$ cat src/rtl/gpio_msg_scheduler.sv
// Shares the LCD between keystroke echo and received-message display, and assembles
// keystrokes into outgoing GPIO messages. Optional send timeout: GPIO_MSG_SCHED_LINK_TIMEOUT_EN.
module gpio_msg_scheduler #(
    parameter int unsigned MSG_BYTES      = 16,
    parameter logic [7:0]  ENTER_CODE     = 8'h0D,
    parameter logic [7:0]  BS_CODE        = 8'h08,
    parameter logic [7:0]  PAD_CHAR       = 8'h20,
    parameter logic [31:0] TIMEOUT_CYCLES = 32'd250_000_000
) (
    input  logic                   clock,
    input  logic                   resetn,
    input  logic                   key_valid,
    input  logic [7:0]             key_ascii,
    output logic [8*MSG_BYTES-1:0] msg_out,
    output logic                   data_ready,
    input  logic                   link_done,
    input  logic                   rx_valid,
    input  logic [8*MSG_BYTES-1:0] rx_msg,
    output logic                   lcd_valid,
    output logic [7:0]             lcd_char,
    input  logic                   lcd_busy,
    output logic [4:0]             char_count,
    output logic                   key_drop,
    output logic                   rx_drop,
    output logic [1:0]             fsm_state
);
    localparam int unsigned MSG_W = 8 * MSG_BYTES;
    localparam int unsigned POS_W = $clog2(MSG_W);
    localparam int unsigned IDX_W = $clog2(MSG_BYTES);

    typedef enum logic [1:0] {IDLE = 2'd0, SEND = 2'd1, DRAIN = 2'd2} state_t;

    state_t             state, state_d;
    logic [MSG_W-1:0]   msg_d, rx_buf, rx_buf_d;
    logic [4:0]         count_d;
    logic               ready_d, lcd_valid_d, key_drop_d, rx_drop_d;
    logic [7:0]         lcd_char_d;
    logic               rx_pend, rx_pend_d;
    logic [IDX_W-1:0]   drain_idx, drain_idx_d;
    logic               ld_meta, ld_sync, ld_prev, link_edge;
    logic               lcd_done, go_send, send_end, is_print;
    logic [POS_W-1:0]   wr_pos, bs_pos, rd_pos;

`ifdef GPIO_MSG_SCHED_LINK_TIMEOUT_EN
    logic [31:0]        to_cnt, to_cnt_d;
`else
    logic               timeout_unused;
    assign timeout_unused = ^TIMEOUT_CYCLES;
`endif

    assign fsm_state = state;
    assign link_edge = ld_sync & ~ld_prev;

    // Next-state and next-output logic
    always_comb begin
        state_d     = state;
        msg_d       = msg_out;
        count_d     = char_count;
        ready_d     = data_ready;
        lcd_valid_d = lcd_valid;
        lcd_char_d  = lcd_char;
        key_drop_d  = 1'b0;
        rx_drop_d   = 1'b0;
        rx_buf_d    = rx_buf;
        rx_pend_d   = rx_pend;
        drain_idx_d = drain_idx;
        go_send     = 1'b0;
        send_end    = 1'b0;
`ifdef GPIO_MSG_SCHED_LINK_TIMEOUT_EN
        to_cnt_d    = to_cnt;
`endif
        lcd_done = lcd_valid & ~lcd_busy;
        is_print = (key_ascii >= 8'h20) && (key_ascii <= 8'h7E);
        wr_pos   = POS_W'(MSG_W - 8 - 8 * int'(char_count));
        bs_pos   = POS_W'(MSG_W - 8 * int'(char_count));
        rd_pos   = POS_W'(MSG_W - 8 - 8 * int'(drain_idx));

        if (lcd_done) lcd_valid_d = 1'b0;

        // Keys are only accepted in IDLE with no echo outstanding
        if (key_valid && (state != IDLE || lcd_valid)) key_drop_d = 1'b1;

        // Single-entry receive buffer outside DRAIN
        if (rx_valid) begin
            if (state == DRAIN || rx_pend) begin
                rx_drop_d = 1'b1;
            end else begin
                rx_buf_d  = rx_msg;
                rx_pend_d = 1'b1;
            end
        end

        case (state)
            IDLE: begin
                if (key_valid && !lcd_valid) begin
                    if (key_ascii == ENTER_CODE) begin
                        go_send = (char_count != 5'd0);
                    end else if (key_ascii == BS_CODE) begin
                        if (char_count != 5'd0) begin
                            msg_d[bs_pos +: 8] = PAD_CHAR;
                            count_d            = char_count - 5'd1;
                            lcd_valid_d        = 1'b1;
                            lcd_char_d         = BS_CODE;
                        end
                    end else if (is_print) begin
                        msg_d[wr_pos +: 8] = key_ascii;
                        count_d            = char_count + 5'd1;
                        lcd_valid_d        = 1'b1;
                        lcd_char_d         = key_ascii;
                        go_send            = (char_count == 5'(MSG_BYTES - 1));
                    end
                end
                if (go_send) begin
                    state_d = SEND;
                    ready_d = 1'b1;
`ifdef GPIO_MSG_SCHED_LINK_TIMEOUT_EN
                    to_cnt_d = '0;
`endif
                end else if (rx_pend_d && !lcd_valid_d) begin
                    state_d     = DRAIN;
                    drain_idx_d = '0;
                end
            end
            SEND: begin
                if (link_edge) begin
                    send_end = 1'b1;
                    msg_d    = {MSG_BYTES{PAD_CHAR}};
                    count_d  = 5'd0;
                end
`ifdef GPIO_MSG_SCHED_LINK_TIMEOUT_EN
                to_cnt_d = to_cnt + 32'd1;
                // Abort keeps the buffer so Enter can resend it
                if (!link_edge && to_cnt == TIMEOUT_CYCLES - 32'd1) send_end = 1'b1;
`endif
                if (send_end) begin
                    ready_d     = 1'b0;
                    drain_idx_d = '0;
                    state_d     = (rx_pend_d && !lcd_valid_d) ? DRAIN : IDLE;
                end
            end
            DRAIN: begin
                if (!lcd_valid) begin
                    lcd_valid_d = 1'b1;
                    lcd_char_d  = rx_buf[rd_pos +: 8];
                end else if (lcd_done) begin
                    if (drain_idx == IDX_W'(MSG_BYTES - 1)) begin
                        state_d     = IDLE;
                        rx_pend_d   = 1'b0;
                        drain_idx_d = '0;
                    end else begin
                        drain_idx_d = drain_idx + IDX_W'(1);
                    end
                end
            end
            default: state_d = IDLE;
        endcase
    end

    // State and output registers; link_done synchronizer
    always_ff @(posedge clock) begin
        if (!resetn) begin
            state      <= IDLE;
            msg_out    <= {MSG_BYTES{PAD_CHAR}};
            char_count <= 5'd0;
            data_ready <= 1'b0;
            lcd_valid  <= 1'b0;
            lcd_char   <= 8'h00;
            key_drop   <= 1'b0;
            rx_drop    <= 1'b0;
            rx_buf     <= {MSG_BYTES{PAD_CHAR}};
            rx_pend    <= 1'b0;
            drain_idx  <= '0;
            ld_meta    <= 1'b0;
            ld_sync    <= 1'b0;
            ld_prev    <= 1'b0;
`ifdef GPIO_MSG_SCHED_LINK_TIMEOUT_EN
            to_cnt     <= '0;
`endif
        end else begin
            state      <= state_d;
            msg_out    <= msg_d;
            char_count <= count_d;
            data_ready <= ready_d;
            lcd_valid  <= lcd_valid_d;
            lcd_char   <= lcd_char_d;
            key_drop   <= key_drop_d;
            rx_drop    <= rx_drop_d;
            rx_buf     <= rx_buf_d;
            rx_pend    <= rx_pend_d;
            drain_idx  <= drain_idx_d;
            ld_meta    <= link_done;
            ld_sync    <= ld_meta;
            ld_prev    <= ld_sync;
`ifdef GPIO_MSG_SCHED_LINK_TIMEOUT_EN
            to_cnt     <= to_cnt_d;
`endif
        end
    end
endmodule
$ cat config.mk
export PLATFORM = sky130hd
export DESIGN_NAME = gpio_msg_scheduler
export DESIGN_NICKNAME = d
export VERILOG_FILES = /design/src/rtl/gpio_msg_scheduler.sv
export SDC_FILE = /design/constraint.sdc
export NUM_CORES = 1
export LEC_CHECK = 0
export ABC_AREA = 1
export ABC_CLOCK_PERIOD_IN_PS = 2850
export CAP_MARGIN = 20
export CORE_ASPECT_RATIO = 1.5
export CORE_MARGIN = 1.5
export CORE_UTILIZATION = 51
export DETAILED_ROUTE_END_ITERATION = 10
export GPL_TIMING_DRIVEN = 0
export PLACE_DENSITY = 0.8
export SYNTH_ARGS = -nofsm -noshare
export SYNTH_HDL_FRONTEND = slang
export SYNTH_SLANG_ARGS = --single-unit
export TNS_END_PERCENT = 10
$ cat constraint.sdc
create_clock -name clock -period 2.85 [get_ports clock]
set_input_delay 0.4275 -clock clock [delete_from_list [all_inputs] [get_ports clock]]
set_output_delay 0.4275 -clock clock [all_outputs]
set_load 0.01 [all_outputs]
Yosys cells after proc, flatten, opt, wreduce, memory -nomap -nowiden
Cells that the tools add are included.

storage, ports and cells
  word-level logic and storage cells = 142
  output and inout bits = 147
  bits of input ports = 142
  register bits = 283

cells by class
  reduce and logical (&&, ||, !) cells = 23
  magnitude comparators = 2
  muxes and demuxes = 65
  equality and inequality tests = 20
  bitwise gates (word level) = 5
  shift-type cells = 5
  $add $sub $neg = 8

operators by type and width
  operator                                                                       number
  128-bit two-way mux                                                            6
  128-bit bitwise mux                                                            2
  128-bit one-hot mux with 2 select lines                                        1
  8-bit by 9-bit variable shift with 128-bit output, first input constant        2
  128-bit by 8-bit variable part select with 8-bit output                        1
  8-bit by 9-bit variable part select with 128-bit output                        1
  8-bit by 9-bit variable part select with 128-bit output, first input constant  1
  8-bit two-way mux                                                              6
  5-bit two-way mux                                                              6
  1-bit two-way mux                                                              25
  4-bit two-way mux                                                              6
  2-bit != test, second input constant                                           10
  7-bit negation with 9-bit output                                               2
  6-bit AND reduction                                                            3
  8-bit by 4-bit == test with 1-bit output, second input constant                2
  8-bit one-hot mux with 2 select lines                                          1
  2-bit two-way mux                                                              7
  7-bit subtractor, first input constant                                         2
  4-bit one-hot mux with 3 select lines                                          1
  5-bit one-hot mux with 2 select lines                                          1
  3-bit != test, second input constant                                           3
  8-bit by 6-bit >= comparator with 1-bit output, second input constant          1
  8-bit by 7-bit <= comparator with 1-bit output, second input constant          1
  1-bit by 7-bit subtractor with 7-bit output, first input constant              1
  other kinds (22)                                                               36

Longest topological paths before layout
Gate-level depths: netlist of the first run.

  depth in word-level cells = 13
  depth in mapped cells = 18
  mapped depth without buffers = 16

Least setup slack after synthesis of the first run
No wires, ideal clock.

  kind = register -> register
  start = reg char_count[0]
  end = reg msg_out[32]
  data required time = 2.718 ns
  cell stages (with the launch flop) = 16
  path slack = 0.398 ns
  period minus slack after synthesis = 2.452 ns
  buffers on the path = 1
  setup time = 0.132 ns
  arrival time = 2.320 ns
  cell sequence = dfxtp_1 buf_4 inv_1 ha_1 nor2_4 nand2_1 inv_1 nand2_1 nand2_1 nand2_1 nand2_1 inv_1 nor2_1 nand2_2 nand2_1 a21oi_1

between the ends
  word-level cells in the longest chain between the ends = 9
  elaborated cells on any way between the ends = 19
  those cells by class = 4 x add/sub; 1 x eq/ne; 4 x shift; 8 x mux; 2 x reduce/logical

RTL lines
  item                                                                                    line      text
  start, declared                                                                         22        output logic [4:0] char_count,
  start signal, assigned                                                                  182       char_count <= count_d;
  7-bit subtractor / 1-bit by 7-bit subtractor with 7-bit output (equally long branches)  74, 75
  7-bit negation with 9-bit output (on tied branches)                                     106, 100
  8-bit by 9-bit variable part select with 128-bit output, or another cell as far along   106       msg_d[wr_pos +: 8] = key_ascii;
  128-bit bitwise mux (on tied branches)                                                  106, 100
  128-bit two-way mux (on tied branches)                                                  105, 99
  128-bit two-way mux                                                                     98        end else if (key_ascii == BS_CODE) begin
  128-bit two-way mux                                                                     96        if (key_ascii == ENTER_CODE) begin
  128-bit two-way mux                                                                     95        if (key_valid && !lcd_valid) begin
  128-bit one-hot mux with 2 select lines                                                 93        case (state)
  end signal, assigned                                                                    163       msg_out <= {MSG_BYTES{PAD_CHAR}};
  end signal, assigned                                                                    181       msg_out <= msg_d;
  end, declared                                                                           14        output logic [8*MSG_BYTES-1:0] msg_out,

Several ways; a longest one is shown, not always the timed one. The select of a mux whose other input is x is not followed.
A chain may end at the register's enable or synchronous reset.

Worst setup path in the final report of the first run
  start = reg drain_idx[0]
  end = reg lcd_char[2]

between the ends
  word-level cells in the longest chain between the ends = 4

RTL lines
  item                                                     line  text
  start, declared                                          39    logic [IDX_W-1:0] drain_idx, drain_idx_d;
  start signal, assigned                                   190   drain_idx <= drain_idx_d;
  7-bit subtractor                                         76    rd_pos = POS_W'(MSG_W - 8 - 8 * int'(drain_idx));
  128-bit by 8-bit variable part select with 8-bit output  144   lcd_char_d = rx_buf[rd_pos +: 8];
  8-bit two-way mux                                        142   if (!lcd_valid) begin
  8-bit one-hot mux with 2 select lines                    93
  end signal, assigned                                     185   lcd_char <= lcd_char_d;
  end, declared                                            20    output logic [7:0] lcd_char,

No other way between the ends. The select of a mux whose other input is x is not followed.

==> flow_summary.html, run 1 <==
<table>
<tr><th>Metric</th><th>Value</th></tr>
<tr><th colspan="2">Run status</th></tr>
<tr><td>Status</td><td>completed</td></tr>
<tr><th colspan="2">Place</th></tr>
<tr><td>Routability Congestion</td><td>1.04</td></tr>
<tr><td>Standard cell area after detailed placement</td><td>0.0164 mm²</td></tr>
<tr><td>Total half-perimeter wirelength after legalization and detailed placement</td><td>41.3 mm</td></tr>
<tr><td>Number of cells after detailed placement</td><td>2516</td></tr>
<tr><td>Quantity of I/O buffers inserted on ports</td><td>286</td></tr>
<tr><th colspan="2">STA</th></tr>
<tr><td>Worst Tran Pin Value</td><td>999 ps</td></tr>
<tr><td>Achievable frequency</td><td>369 MHz</td></tr>
<tr><td>Worst hold slack</td><td>370 ps</td></tr>
<tr><td>Fin Setup TNS</td><td>0 ps</td></tr>
<tr><td>Worst slew margin relative to its limit</td><td>33.4%</td></tr>
<tr><td>Final period utilization</td><td>95.1%</td></tr>
<tr><td>Max-slew violation total from the final report</td><td>0</td></tr>
<tr><td>RSZ-0062 raised after global routing</td><td>false</td></tr>
<tr><td>Final Setup Violations</td><td>0</td></tr>
<tr><td>Final setup skew</td><td>18.1 ps</td></tr>
<tr><td>Final Critical Period</td><td>2710 ps</td></tr>
<tr><td>Number of hold violations in the final report</td><td>0</td></tr>
<tr><th colspan="2">Logic synthesis</th></tr>
<tr><td>Multiplexer area fraction after synthesis</td><td>0%</td></tr>
<tr><td>Top cells by area, synth</td><td>dfxtp_1 (43%), nand2_1 (14%), a21oi_1 (9.9%)</td></tr>
<tr><td>Cells after synthesis</td><td>1902</td></tr>
<tr><td>Share of synthesized registers carrying an async set or reset</td><td>0%</td></tr>
<tr><td>Post-Synth Simple-Gate Area</td><td>31.1%</td></tr>
<tr><td>Flops &amp; latches, synth</td><td>283</td></tr>
<tr><td>Post-synthesis net count</td><td>2055</td></tr>
<tr><td>Combinational family with the most area after synthesis</td><td>simple AND/OR/NAND/NOR gates</td></tr>
<tr><td>Synthesized area</td><td>0.0131 mm²</td></tr>
<tr><td>Cell type with the highest aggregate area in the netlist</td><td>dfxtp_1</td></tr>
<tr><td>Main flop type after synthesis</td><td>dfxtp_1</td></tr>
<tr><td>Most repeated cell in the gate-level netlist after synthesis</td><td>nand2_1</td></tr>
<tr><td>Xor/xnor share of the synthesized area</td><td>0.200%</td></tr>
<tr><td>Adder-cell area share of the yosys netlist</td><td>1.11%</td></tr>
<tr><td>Synth cell count leaders</td><td>nand2_1 (478), dfxtp_1 (283), a21oi_1 (260), nor2_1 (180), nand3_1 (148)</td></tr>
<tr><td>Cell variety after synth</td><td>36</td></tr>
<tr><td>Mean Syn Cell Area</td><td>6.90 µm²</td></tr>
<tr><td>Synthesized-area fraction occupied by ao, oa, aoi and oai cells</td><td>16.8%</td></tr>
<tr><td>Sequential cell area fraction in the yosys report</td><td>43.2%</td></tr>
<tr><td>Number of enable-type register cells in the synthesized netlist</td><td>0</td></tr>
<tr><td>Ys Warns</td><td>0</td></tr>
<tr><td>Synth top area share</td><td>43.2%</td></tr>
<tr><th colspan="2">Power and ir drop</th></tr>
<tr><td>Max VDD drop</td><td>629 µV</td></tr>
<tr><td>Areal power density over the cells</td><td>794 mW/mm²</td></tr>
<tr><td>Part of the total power dissipated in sequential elements</td><td>33.7%</td></tr>
<tr><td>P_int</td><td>8.15 mW</td></tr>
<tr><td>Combinational fraction of design power</td><td>40.0%</td></tr>
<tr><td>LEAKAGE</td><td>6.63 nW</td></tr>
<tr><td>Share of total power in the clock network</td><td>26.4%</td></tr>
<tr><td>Fraction of power spent switching nets</td><td>41.2%</td></tr>
<tr><td>Net switching component of the power</td><td>5.71 mW</td></tr>
<tr><th colspan="2">Layout</th></tr>
<tr><td># nets final</td><td>2376</td></tr>
<tr><td>Synth-to-Final Area Change</td><td>33.1%</td></tr>
<tr><td>Share of layout cells above drive strength 1</td><td>6.42%</td></tr>
<tr><td>Count of non-filler cells in the finished layout</td><td>2570</td></tr>
<tr><td>Area of the multi-input gates</td><td>0.00653 mm²</td></tr>
<tr><td>Number of fill cells in the layout</td><td>2179</td></tr>
<tr><td>Final Core Density</td><td>69.4%</td></tr>
<tr><td>Total inserted antenna cells</td><td>0</td></tr>
<tr><td>Reg area</td><td>0.00567 mm²</td></tr>
<tr><td>Total non-filler cell area in the finished layout</td><td>0.0175 mm²</td></tr>
<tr><th colspan="2">Clock tree</th></tr>
<tr><td>Count of H-tree levels built during CTS</td><td>1</td></tr>
<tr><td>Num CTS Buffers</td><td>26</td></tr>
<tr><td>Clock transition time at the flip-flop clock pins of the worst setup and hold paths</td><td>70 ps</td></tr>
<tr><td>Number of clock sinks</td><td>283</td></tr>
<tr><td>Clock network latency to the later pin of the worst-skew pair</td><td>550 ps</td></tr>
<tr><td>Number of buffers on the longest clock path</td><td>3</td></tr>
<tr><td>TritonCTS clock tree</td><td>built</td></tr>
<tr><td>Hold buffers post-CTS</td><td>0</td></tr>
<tr><td>Root Buffer</td><td>clkbuf_16</td></tr>
<tr><th colspan="2">Die</th></tr>
<tr><td>Placement row count</td><td>71</td></tr>
<tr><td>Vert. Die Dim</td><td>199 µm</td></tr>
<tr><td>X dimension of the die</td><td>134 µm</td></tr>
<tr><td>DIE AREA</td><td>0.0267 mm²</td></tr>
<tr><td>I/O pin count</td><td>289</td></tr>
<tr><td>Starting utilization of the core area</td><td>52.2%</td></tr>
<tr><td>Placeable core region</td><td>0.0251 mm²</td></tr>
<tr><th colspan="2">Route</th></tr>
<tr><td>DRC violation count after routing</td><td>0</td></tr>
<tr><td>Vias after detailed routing</td><td>14700</td></tr>
<tr><td>Starting DRC count in detailed routing</td><td>1266</td></tr>
<tr><td>Post-detailed-route wirelength per cell</td><td>20.5 µm</td></tr>
<tr><td>Post-DRT Antenna Nets</td><td>0</td></tr>
<tr><td>Via density</td><td>5.72</td></tr>
<tr><td>Total detailed-routing wirelength</td><td>52.6 mm</td></tr>
<tr><td>First-pass iteration count of the detailed router</td><td>6</td></tr>
<tr><th colspan="2">Critical path</th></tr>
<tr><td>Timing endpoint of the critical path</td><td>lcd_char[2]$_SDFFE_PN0P_</td></tr>
<tr><td>R2R cell count</td><td>9</td></tr>
<tr><td>R2R Setup Slk</td><td>140 ps</td></tr>
<tr><td>Worst R2R End</td><td>lcd_char[2]$_SDFFE_PN0P_</td></tr>
<tr><td>Arrival time of data at the critical path endpoint</td><td>3130 ps</td></tr>
<tr><td>Reg-to-reg critical path startpoint</td><td>drain_idx[0]$_SDFFE_PN0P_</td></tr>
<tr><td>Highest net fanout along the worst path</td><td>10</td></tr>
<tr><td>Startpoint types</td><td>flop</td></tr>
<tr><td>Critical path data required time</td><td>3270 ps</td></tr>
<tr><td>Timing startpoint of the critical path</td><td>drain_idx[0]$_SDFFE_PN0P_</td></tr>
<tr><td>Type of the worst setup path</td><td>reg2reg</td></tr>
<tr><td>Element type at the critical path end</td><td>flop</td></tr>
<tr><th colspan="2">Global route</th></tr>
<tr><td>Overall Global Routing Usage</td><td>38.4%</td></tr>
<tr><td>First-pass GRT wire length</td><td>77.8 mm</td></tr>
<tr><td>Pin count of the biggest net entering global routing</td><td>16</td></tr>
<tr><td>Via count of the first global-routing pass</td><td>14100</td></tr>
<tr><td>Initial antenna violation count</td><td>0</td></tr>
<tr><td>Leftover overflow at the end of global routing</td><td>0</td></tr>
<tr><th colspan="2">Hold path</th></tr>
<tr><td>Type of the most critical hold path</td><td>in2reg</td></tr>
<tr><th colspan="2">Job</th></tr>
<tr><td>Max Cap Violations</td><td>0</td></tr>
</table>
placed cells by master, fill, tap and decap left out, drive strengths merged:
cell type / n
nand2: 487
clkdlybuf4s50: 283
dfxtp: 283
a21oi: 264
nor2: 190
nand3: 156
o21ai: 146
clkbuf: 120
inv: 115
nand4: 56
buf: 41
nor3: 37
nor4: 13
clkinv: 12
ha: 10
o211ai: 7
a211oi: 3
xor2: 3
bufinv: 3
dlymetal6s2s: 3
clkinvlp: 2
a31oi: 2
a22oi: 2
o221ai: 1
o22ai: 1
o31ai: 1
fa: 1
how the worst min path moves through the flow:
stage	start	end	slack, ps	cells after the start
CTS	key_ascii[3]	msg_out[91]$_SDFFE_PN0P_	350	5
floorplan	ld_meta$_SDFF_PN0_	ld_sync$_SDFF_PN0_	390	2
global placement	ld_meta$_SDFF_PN0_	ld_sync$_SDFF_PN0_	410	2
detailed placement	ld_meta$_SDFF_PN0_	ld_sync$_SDFF_PN0_	410	2
finish	key_ascii[3]	msg_out[91]$_SDFFE_PN0P_	370	5
global route	key_ascii[3]	msg_out[11]$_SDFFE_PN0P_	420	5
power groups by stage:
stage                     logic (mW)  clock network, mW  registers (mW)
after floorplan                 3.22                  0            4.70
after global placement          5.16                  0            4.72
after detailed placement        5.24                  0            4.74
after CTS                       5.30               3.65            4.65
after global routing            5.93               3.79            4.70
final                           5.54               3.65            4.67
state kept, by name (all words and copies together), names as in the netlist, 2 cells and up:
register / flops
drain_idx: 4
msg_out: 128
char_count: 5
lcd_char: 8
rx_buf: 128
fsm_state: 2
final cells by class:
| type | instances | area share [%] |
|---|---|---|
| Buffer | 120 | 3.26 |
| Clock buffer | 34 | 4.19 |
| Clock inverter | 13 | 0.868 |
| Inverter | 119 | 2.66 |
| Multi-Input combinational cell | 1380 | 37.4 |
| Sequential cell | 283 | 32.5 |
| Tap cell | 328 | 2.35 |
| Timing Repair Buffer | 293 | 16.7 |
stage by stage:
step                power [mW]  worst slack [ps]
finish                    13.9               139
global route              14.4              8.66
CTS                       13.6             -11.2
detailed placement        9.97              -509
global placement          9.89              -478
floorplan                 7.93               398
routing by layer:
metal	GRT usage (%)	part of all wire, %	vias to the layer above
met2	72.0	52	743
met4	31.6	8.9	0
met5	0	0	-
met3	5.02	6.1	225
met1	37.3	33	6764
li1	-	-	6977
kinds of logic after synthesis:
group	count (synthesis)
AOI/OAI and AO/OA	427
DFF	283
xor gates and xnor gates	3
buffers and inverters	239
and+or+nand+nor	939
adders and majority gates	11
worst max-delay path, stage by stage (launching register included):
cell      delay, ps
dfxtp_1         420
clkbuf_1        420
clkbuf_1        500
a21oi_1         160
o21ai_0         540
nand3_1         220
nand2_1         110
nand2_1          50
nand2_1         100
a21oi_1          60
repair_timing:
item / CTS / global route
resized for setup: 14 / 24
setup endpoints to repair: 120 / 129
endpoints found under the hold margin: 0 / 0
setup buffers: 1 / 6
pin swaps: 1 / 2
Power figures use the tool's default switching activity.
==> inputs of run 2 (changes only) <==
ABC_CLOCK_PERIOD_IN_PS = 2900   (was 2850)
CTS_BUF_LIST = sky130_fd_sc_hd__clkbuf_16   (was unset)
clock period = 2.9 ns   (was 2.85 ns; I/O delays follow)
==> run 2 against run 1 <==
Die area did not move. Cell area down 0.54%. Flip-flop and latch count stayed put. Combinational power down 2%.
==> flow_summary.html, run 2 (same netlist as run 1, synthesis figures left out) <==
<table>
<tr><th>Metric</th><th>Value</th></tr>
<tr><th colspan="2">Clock tree</th></tr>
<tr><td>Clock network latency to the later pin of the worst-skew pair</td><td>550 ps (about the same)</td></tr>
<tr><td>Number of buffers on the longest clock path</td><td>3 (unchanged)</td></tr>
<tr><td>Num CTS Buffers</td><td>26 (unchanged)</td></tr>
<tr><td>TritonCTS clock tree</td><td>built</td></tr>
<tr><td>Number of clock sinks</td><td>283 (unchanged)</td></tr>
<tr><td>Count of H-tree levels built during CTS</td><td>1 (unchanged)</td></tr>
<tr><td>Clock transition time at the flip-flop clock pins of the worst setup and hold paths</td><td>60 ps (about the same)</td></tr>
<tr><td>Root Buffer</td><td>clkbuf_16</td></tr>
<tr><td>Hold buffers post-CTS</td><td>0 (unchanged)</td></tr>
<tr><th colspan="2">STA</th></tr>
<tr><td>Final Setup Violations</td><td>0 (unchanged)</td></tr>
<tr><td>Final period utilization</td><td>95.1%</td></tr>
<tr><td>Final setup skew</td><td>17.8 ps (-0.320 ps)</td></tr>
<tr><td>Final WS setup</td><td>141 ps (+1.82 ps)</td></tr>
<tr><td>Max-slew violation total from the final report</td><td>0 (unchanged)</td></tr>
<tr><td>Number of hold violations in the final report</td><td>0 (unchanged)</td></tr>
<tr><td>RSZ-0062 raised after global routing</td><td>false</td></tr>
<tr><td>Achievable frequency</td><td>362 MHz</td></tr>
<tr><td>Worst hold slack</td><td>378 ps (+8.33 ps)</td></tr>
<tr><td>Worst Tran Pin Value</td><td>965 ps (-34.0 ps)</td></tr>
<tr><td>Final Critical Period</td><td>2760 ps</td></tr>
<tr><td>Worst slew margin relative to its limit</td><td>35.6% (+2.3 points)</td></tr>
<tr><th colspan="2">Route</th></tr>
<tr><td>First-pass iteration count of the detailed router</td><td>7 (+1)</td></tr>
<tr><td>Post-DRT Antenna Nets</td><td>0 (unchanged)</td></tr>
<tr><td>Starting DRC count in detailed routing</td><td>1152 (-9.0%)</td></tr>
<tr><td>Vias after detailed routing</td><td>14800 (+0.65%)</td></tr>
<tr><td>Via density</td><td>5.76 (+0.69%)</td></tr>
<tr><td>DRC violation count after routing</td><td>0 (unchanged)</td></tr>
<tr><td>Post-detailed-route wirelength per cell</td><td>20.5 µm (+0.23%)</td></tr>
<tr><td>Total detailed-routing wirelength</td><td>52.7 mm (+0.19%)</td></tr>
<tr><th colspan="2">Layout</th></tr>
<tr><td>Number of fill cells in the layout</td><td>2194 (+0.69%)</td></tr>
<tr><td>Largest registers</td><td>msg_out: 128 flops, rx_buf: 128 flops, lcd_char: 8 flops</td></tr>
<tr><td>Synth-to-Final Area Change</td><td>32.3%</td></tr>
<tr><td># nets final</td><td>2375 (-0.042%)</td></tr>
<tr><td>Total inserted antenna cells</td><td>0 (unchanged)</td></tr>
<tr><td>Highest-count cells in the layout ignoring fill and taps</td><td>nand2_1 (475), clkdlybuf4s50_1 (285), dfxtp_1 (281)</td></tr>
<tr><td>Most common cell after layout, fill and taps aside</td><td>nand2_1</td></tr>
<tr><td>Total non-filler cell area in the finished layout</td><td>0.0174 mm² (-0.54%)</td></tr>
<tr><td>Share of layout cells above drive strength 1</td><td>6.07% (-0.35 points)</td></tr>
<tr><td>Final Core Density</td><td>69.0% (-0.37 points)</td></tr>
<tr><th colspan="2">Critical path</th></tr>
<tr><td>Type of the worst setup path</td><td>in2reg</td></tr>
<tr><td>R2R Setup Slk</td><td>150 ps (about the same)</td></tr>
<tr><td>Arrival time of data at the critical path endpoint</td><td>3230 ps (+100 ps)</td></tr>
<tr><td>Max stage delay cell, worst path</td><td>clkdlybuf4s50_1</td></tr>
<tr><td>Highest net fanout along the worst path</td><td>10 (unchanged)</td></tr>
<tr><td>R2R cell count</td><td>10 (+1)</td></tr>
<tr><td>Element type at the critical path end</td><td>flop</td></tr>
<tr><td>Cell with the most instances on the worst path</td><td>nand2_1</td></tr>
<tr><td>Timing startpoint of the critical path</td><td>key_ascii[2]</td></tr>
<tr><td>Worst R2R End</td><td>msg_out[61]$_SDFFE_PN1P_</td></tr>
<tr><td>Delay of the slowest critical-path stage</td><td>650 ps (+110 ps)</td></tr>
<tr><td>Cell-by-cell trace of the critical path</td><td>clkdlybuf4s50_1 -&gt; inv_4 -&gt; nand2_1 -&gt; nor2_1 -&gt; nand2_2 -&gt; buf_6 -&gt; inv_1 -&gt; ha_1 -&gt; nand2_1 -&gt; nand2_1 -&gt; a21oi_1 -&gt; xor2_1 -&gt; nand2_1 -&gt; o21ai_0 -&gt; nor2_1 -&gt; nor2_1</td></tr>
<tr><td>Reg-to-reg critical path startpoint</td><td>char_count[0]$_SDFFE_PN0P_</td></tr>
<tr><td>Startpoint types</td><td>primary input</td></tr>
<tr><td>Critical path data required time</td><td>3370 ps (+100 ps)</td></tr>
<tr><th colspan="2">Place</th></tr>
<tr><td>Routability Congestion</td><td>1.04 (unchanged)</td></tr>
<tr><td>Standard cell area after detailed placement</td><td>0.0164 mm² (unchanged)</td></tr>
<tr><td>Quantity of I/O buffers inserted on ports</td><td>286 (unchanged)</td></tr>
<tr><td>Total half-perimeter wirelength after legalization and detailed placement</td><td>41.3 mm (unchanged)</td></tr>
<tr><td>Post-Place Worst Slack</td><td>-459 ps (+50.0 ps)</td></tr>
<tr><th colspan="2">Run status</th></tr>
<tr><td>Status</td><td>completed</td></tr>
<tr><th colspan="2">Die</th></tr>
<tr><td>Starting utilization of the core area</td><td>52.2% (unchanged)</td></tr>
<tr><td>Placement row count</td><td>71 (unchanged)</td></tr>
<tr><td>Vert. Die Dim</td><td>199 µm (unchanged)</td></tr>
<tr><td>Placeable core region</td><td>0.0251 mm² (unchanged)</td></tr>
<tr><td>DIE AREA</td><td>0.0267 mm² (unchanged)</td></tr>
<tr><td>I/O pin count</td><td>289 (unchanged)</td></tr>
<tr><td>X dimension of the die</td><td>134 µm (unchanged)</td></tr>
<tr><th colspan="2">Global route</th></tr>
<tr><td>Pin count of the biggest net entering global routing</td><td>16 (unchanged)</td></tr>
<tr><td>Leftover overflow at the end of global routing</td><td>0 (unchanged)</td></tr>
<tr><td>Overall Global Routing Usage</td><td>38.5% (+0.054 points)</td></tr>
<tr><td>First-pass GRT wire length</td><td>78.0 mm (+0.19%)</td></tr>
<tr><td>Initial antenna violation count</td><td>0 (unchanged)</td></tr>
<tr><td>Via count of the first global-routing pass</td><td>14100 (+0.13%)</td></tr>
<tr><th colspan="2">Hold path</th></tr>
<tr><td>Number of instances on the worst hold path</td><td>5 (unchanged)</td></tr>
<tr><td>Worst Hold End</td><td>msg_out[91]$_SDFFE_PN0P_</td></tr>
<tr><td>Type of the most critical hold path</td><td>in2reg</td></tr>
<tr><td>Hold path start</td><td>key_ascii[3]</td></tr>
<tr><th colspan="2">Job</th></tr>
<tr><td>Max Cap Violations</td><td>0 (unchanged)</td></tr>
<tr><th colspan="2">Power and ir drop</th></tr>
<tr><td>LEAKAGE</td><td>6.61 nW (-0.28%)</td></tr>
<tr><td>Max VDD drop</td><td>606 µV (-3.7%)</td></tr>
<tr><td>Areal power density over the cells</td><td>777 mW/mm² (-2.2%)</td></tr>
</table>
## run 2: cell count changes in the layout (fill, tap and decap cells not counted), sizes merged
cell / change
clkinvlp: -2
clkbuf: -8
inv: +4
dlymetal6s2s: -2
clkinv: +5
clkdlybuf4s50: +2
## run 2: worst max-delay path: cells and delay by family
kind	cells	cell delay [ps]
adders and majority gates	1	310
AOI/OAI and AO/OA	2	230
and+or+nand+nor	8	750
xor gates and xnor gates	1	190
buffers and inverters	4	1290
## run 2: cell type report
type                            count  area (µm²)  area share, %
Inverter                          119         455           2.62
Clock inverter                     20         178           1.02
Timing Repair Buffer              292        2910           16.8
Sequential cell                   283        5670           32.7
Tap cell                          328         410           2.36
Buffer                            120         567           3.27
Multi-Input combinational cell   1380        6490           37.4
Clock buffer                       27         676           3.89
## run 2: where the power goes
part           leakage, nW  switching [mW]  internal (mW)
registers             2.31           0.273           4.31
clock network        0.441            1.53           1.96
logic                 3.86            3.78           1.63
total                 6.61            5.58           7.90
## run 2: metrics by stage
step | setup TNS [ps] | total power [mW] | std cells
after floorplan | 0 | 7.79 | 1902
after global placement | -28340 | 9.72 | 2516
after detailed placement | -32160 | 9.80 | 2516
after CTS | 0 | 13.3 | 2563
after global routing | 0 | 14.0 | 2569
final | 0 | 13.5 | 2569
## run 2: routing by layer
layer	global-route usage, %	routed length [µm]
met5	0	0
met4	31.8	4630
met3	4.82	3330
met2	72.1	27300
met1	37.4	17400
## run 2: how the worst max path moves through the flow
stage	cells after the start	end	slack (ps)
floorplan	15	msg_out[32]$_SDFFE_PN0P_	450
global placement	10	msg_out[13]$_SDFFE_PN1P_	-430
detailed placement	10	msg_out[45]$_SDFFE_PN1P_	-460
CTS	11	msg_out[100]$_SDFFE_PN0P_	6
global route	15	char_count[4]$_SDFFE_PN0P_	1
finish	16	char_count[4]$_SDFFE_PN0P_	140
## run 2: repair_timing
| action | in CTS | in global routing |
|---|---|---|
| endpoints found under the setup margin | 119 | 122 |
| pin swaps | 0 | 3 |
| gates resized for setup | 14 | 11 |
| setup buffers | 0 | 6 |
| gates cloned | 0 | 0 |
==> inputs of run 3 (changes only) <==
ABC_CLOCK_PERIOD_IN_PS = unset   (was 2900)
CAP_MARGIN = unset   (was 20)
CTS_CLUSTER_DIAMETER = 200   (was unset)
==> results of run 3 <==
Same layout as run 2: the final DEF is identical, and so are final timing and power.
